### src/rtl/imm_gen_stage.sv
// imm_gen_stage: decode-stage immediate generator.
// Extends the I/S/B/U/J/CSR-Z immediate of each accepted instruction to XLEN
// and holds it, with its sideband tag, in a two-entry skid buffer so that
// in_ready is a function of registered state only.
module imm_gen_stage #(
    parameter int XLEN  = 32,
    parameter int TAG_W = 8
) (
    input  logic             clk,
    input  logic             reset,
    input  logic             flush,
    input  logic             in_valid,
    output logic             in_ready,
    input  logic [31:0]      instr,
    input  logic [2:0]       ImmSrc,
    input  logic [TAG_W-1:0] in_tag,
    output logic             out_valid,
    input  logic             out_ready,
    output logic [XLEN-1:0]  imm_ext,
    output logic [TAG_W-1:0] out_tag,
    output logic             illegal
);

    typedef enum logic [1:0] {
        EMPTY = 2'd0,
        ONE   = 2'd1,
        TWO   = 2'd2
    } state_t;

    state_t            state_q, state_d;
    logic [XLEN-1:0]   main_imm_q, main_imm_d;
    logic [TAG_W-1:0]  main_tag_q, main_tag_d;
    logic              main_ill_q, main_ill_d;
    logic [XLEN-1:0]   skid_imm_q, skid_imm_d;
    logic [TAG_W-1:0]  skid_tag_q, skid_tag_d;
    logic              skid_ill_q, skid_ill_d;

    logic [31:0]       imm32;
    logic              ext_bit;
    logic              new_ill;
    logic [XLEN-1:0]   imm_new;
    logic              in_xfer;
    logic              out_xfer;

    assign in_ready  = (state_q != TWO);
    assign out_valid = (state_q != EMPTY);
    assign imm_ext   = main_imm_q;
    assign out_tag   = main_tag_q;
    assign illegal   = main_ill_q;
    assign in_xfer   = in_valid & in_ready;
    assign out_xfer  = out_valid & out_ready;

    // Build the 32-bit immediate plus the bit that fills everything above it;
    // the signed cast then widens (or trims) to XLEN in one place.
    always_comb begin
        imm32   = 32'd0;
        ext_bit = 1'b0;
        new_ill = 1'b0;
        case (ImmSrc)
            3'b000: begin
                imm32   = {{20{instr[31]}}, instr[31:20]};
                ext_bit = instr[31];
            end
            3'b001: begin
                imm32   = {{20{instr[31]}}, instr[31:25], instr[11:7]};
                ext_bit = instr[31];
            end
            3'b010: begin
                imm32   = {{20{instr[31]}}, instr[7], instr[30:25], instr[11:8], 1'b0};
                ext_bit = instr[31];
            end
            3'b011: begin
                imm32   = {instr[31:12], 12'd0};
                ext_bit = instr[31];
            end
            3'b100: begin
                imm32   = {{12{instr[31]}}, instr[19:12], instr[20], instr[30:21], 1'b0};
                ext_bit = instr[31];
            end
            3'b101: begin
                imm32   = {27'd0, instr[19:15]};
                ext_bit = 1'b0;
            end
            default: begin
                new_ill = 1'b1;
            end
        endcase
        imm_new = XLEN'($signed({ext_bit, imm32}));
    end

    // Next-state and entry movement: main is the presented entry, skid only
    // fills when main is stalled, and flush overrides both transfers.
    always_comb begin
        state_d    = state_q;
        main_imm_d = main_imm_q;
        main_tag_d = main_tag_q;
        main_ill_d = main_ill_q;
        skid_imm_d = skid_imm_q;
        skid_tag_d = skid_tag_q;
        skid_ill_d = skid_ill_q;
        if (flush) begin
            state_d = EMPTY;
        end else begin
            case (state_q)
                EMPTY: begin
                    if (in_xfer) begin
                        state_d    = ONE;
                        main_imm_d = imm_new;
                        main_tag_d = in_tag;
                        main_ill_d = new_ill;
                    end
                end
                ONE: begin
                    if (in_xfer && out_xfer) begin
                        main_imm_d = imm_new;
                        main_tag_d = in_tag;
                        main_ill_d = new_ill;
                    end else if (in_xfer) begin
                        state_d    = TWO;
                        skid_imm_d = imm_new;
                        skid_tag_d = in_tag;
                        skid_ill_d = new_ill;
                    end else if (out_xfer) begin
                        state_d = EMPTY;
                    end
                end
                TWO: begin
                    if (out_xfer) begin
                        state_d    = ONE;
                        main_imm_d = skid_imm_q;
                        main_tag_d = skid_tag_q;
                        main_ill_d = skid_ill_q;
                    end
                end
                default: begin
                    state_d = EMPTY;
                end
            endcase
        end
    end

    // State and the presented entry clear on reset since they are observable.
    always_ff @(posedge clk or posedge reset) begin
        if (reset) begin
            state_q    <= EMPTY;
            main_imm_q <= '0;
            main_tag_q <= '0;
            main_ill_q <= 1'b0;
        end else begin
            state_q    <= state_d;
            main_imm_q <= main_imm_d;
            main_tag_q <= main_tag_d;
            main_ill_q <= main_ill_d;
        end
    end

    // The skid entry is only read in TWO, which reset cannot leave us in.
    always_ff @(posedge clk) begin
        skid_imm_q <= skid_imm_d;
        skid_tag_q <= skid_tag_d;
        skid_ill_q <= skid_ill_d;
    end

endmodule
### config.mk
export PLATFORM = sky130hd
export DESIGN_NAME = imm_gen_stage
export DESIGN_NICKNAME = d
export VERILOG_FILES = /design/src/rtl/imm_gen_stage.sv
export SDC_FILE = /design/constraint.sdc
export NUM_CORES = 1
export LEC_CHECK = 0
export ABC_AREA = 1
export CORE_ASPECT_RATIO = 1.1
export CORE_UTILIZATION = 29
export DETAILED_ROUTE_END_ITERATION = 10
export GPL_ROUTABILITY_DRIVEN = 0
export SLEW_MARGIN = 10
export SYNTH_ARGS = -nofsm -noshare
export SYNTH_HDL_FRONTEND = slang
export SYNTH_SLANG_ARGS = --single-unit
### constraint.sdc
create_clock -name clk -period 7.98 [get_ports clk]
set_input_delay 2.394 -clock clk [delete_from_list [all_inputs] [get_ports clk]]
set_output_delay 2.394 -clock clk [all_outputs]
set_load 0.005 [all_outputs]
==> flow_metrics.py <==
metrics = {
    "outcome": {
        "status": "finished clean",
    },
    "timing": {
        "clock_skew_ns": 0.00664,
        "setup_violations": 0,
        "finalCritPeriodShare_pct": 51.7,
        "finalHoldViolations": 0,
        "grt_setup_unrepaired": "no",
        "max_freq_ghz": 0.242,
        "slew_headroom_pct": 35.5,
        "period_needed_ns": 4.13,
        "whs_ns": 0.480,
        "worst_slew_pin_slew_ns": 0.966,
        "slew_viol_final": 0,
        "finalSetupTns_ns": 0,
    },
    "final_layout": {
        "fin_cells": 744,
        "layout_common_cells": "nand2_1, clkdlybuf4s50_1, nor2_1, nand3_1, dfrtp_1",
        "fillers": 1374,
        "area_delta_synth_final_pct": 30.3,
        "final_common_cell": "nand2_1",
        "final_nets": 603,
        "final_area_um2": 5220,
        "diodes": 0,
        "drive_above_1_share_pct": 5.54,
    },
    "worst_setup_path": {
        "critPathKind": "in2reg",
        "r2r_cells": 9,
        "crit_fanout": 11,
        "critPathArrivalTime_ns": 4.40,
        "startpoint_type": "primary input",
        "end_kind": "register",
        "rr_endpoint": "imm_ext[9]",
        "r2r_start": "state_q[0]",
        "r2r_slack_ns": 5.26,
        "required_ns": 8.26,
    },
    "synthesis": {
        "yosysSeqAreaShare_pct": 57.6,
        "yosys.area.top_type": "edfxtp_1",
        "yosysWarnings": 0,
        "synth_area_leaders": "edfxtp_1, dfrtp_1, nand2_1",
        "synth.ff_latch_count": 84,
        "syn-num-nets": 528,
        "netlist.area_leader.share_pct": 30.7,
        "syn_area_um2": 4010,
        "syn_avg_cell_area_um2": 8.34,
        "synth_cell_types": 19,
        "postSynthCellCount": 480,
    },
    "clock_tree": {
        "clkSinkCount": 84,
        "cts_buffers": 9,
        "clk_path_buf_depth": 2,
        "ctsHtreeMaxLevel": 3,
        "post_cts_buffers": 0,
        "cts_root_buffer": "clkbuf_16",
        "insertion_delay_ns": 0.35,
        "cts_tree": "built",
        "cts_hold_buf": 0,
        "clkSlewWorstSetupHoldPaths_ns": 0.07,
        "cts_resized": 0,
    },
    "job": {
        "cap_viol_max_count": 0,
    },
    "power_and_ir_drop": {
        "ir_worst_vdd_mv": 0.121,
        "cellPowerDensity_nw_per_um2": 237,
        "p_leak_nw": 2.54,
    },
    "floorplan": {
        "rows": 44,
        "die_area_um2": 14300,
        "die_w_um": 114,
        "fp.dieH_um": 125,
        "start_util_pct": 30.1,
        "core_area_um2": 13300,
        "io_pins": 91,
    },
    "route": {
        "vias_per_cell": 4.53,
        "ant_nets": 0,
        "drc": 0,
        "dr.pass1.iters": 4,
        "drt_iter0_markers": 205,
        "vias": 3372,
        "routed_wl_mm": 10.2,
        "wire_per_inst_um": 13.7,
    },
    "placed_design": {
        "io_buffers": 83,
        "dpl.hpwl_mm": 6.63,
        "place_area_um2": 4930,
        "placed_cells": 728,
    },
    "grt": {
        "grt-ovfl-total": 0,
        "grt_first_pass_wirelength_mm": 16.6,
        "grt_max_degree": 68,
        "grt_usage_pct": 15.2,
        "antenna_found_initial": 0,
        "grt_pass1_vias": 3235,
    },
    "worst_hold_path": {
        "whs_path_depth": 2,
        "min_to": "out_tag[2]",
        "hp-start": "out_tag[2]",
        "worstHoldPathType": "reg2reg",
    },
}
## layout make-up
type	instances	area, µm²	share of cell area, %
Timing Repair Buffer	86	853	16.4
Multi-Input combinational cell	350	1450	27.8
Inverter	24	90.1	1.73
Clock buffer	10	239	4.58
Clock inverter	6	47.5	0.911
Sequential cell	84	2310	44.2
Tap cell	184	230	4.41
## kinds of logic after synthesis
group	count (synthesis)	share of synthesized area (%)
AND/OR/NAND/NOR	345	35.2
flip-flops	84	57.6
buffers and inverters	46	6.37
AO/OA/AOI/OAI	5	0.781
## flip-flops by register name, indices dropped and copies added, names as in the netlist
name / cells
skid_tag_q: 8
skid_imm_q: 32
state_q: 2
out_tag: 8
illegal: 1
skid_ill_q: 1
imm_ext: 32
## worst max path at each step
| stage | start | to | cells past startpoint |
|---|---|---|---|
| floorplan | flush | skid_ill_q | 3 |
| global placement | ImmSrc[0] | imm_ext[21] | 7 |
| detailed placement | ImmSrc[0] | imm_ext[21] | 7 |
| CTS | ImmSrc[0] | imm_ext[21] | 7 |
| global route | ImmSrc[0] | imm_ext[29] | 7 |
| finish | ImmSrc[0] | imm_ext[21] | 7 |
## report_power, final
part | switching, mW | leakage (nW) | internal [mW]
Combinational | 0.130 | 1.47 | 0.152
Sequential | 0.0334 | 0.926 | 0.521
Clock | 0.179 | 0.145 | 0.223
Total | 0.343 | 2.54 | 0.896
## cells in the mapped netlist
library cell	count
clkbuf_1	1
inv_1	20
a21boi_0	1
nand4_1	10
a21oi_1	1
buf_6	7
inv_2	4
edfxtp_1	41
o21ai_2	1
nand2_1	220
nand3_2	1
nand2_4	3
o21ai_0	2
buf_4	5
nand2_2	1
dfrtp_1	43
nor2_1	62
nand3_1	48
buf_2	9
## layer usage
layer  vias up  routed length (µm)  track usage, %
met5         -                   0               0
met4         0                 168            6.42
met3        15                 508            3.34
met2       105                4820            24.8
met1      1573                4670            19.3
li1       1679                   -               -
## metrics by stage
step | utilization, % | power [mW] | setup WS (ns)
finish | 39.2 | 1.24 | 3.85
CTS | 39.2 | 1.26 | 3.88
global route | 39.2 | 1.31 | 3.73
global placement | 37.0 | 0.842 | 3.57
floorplan | - | 0.687 | 3.17
detailed placement | 37.0 | 0.847 | 3.52
## critical path, stage by stage
cell,delay (ns)
clkdlybuf4s50_1,0.64
nand2_1,0.18
nor2_1,0.68
nand2_1,0.19
nand3_1,0.15
nand2_1,0.10
nand2_1,0.07
No activity file was read; power rests on OpenSTA's default activity.
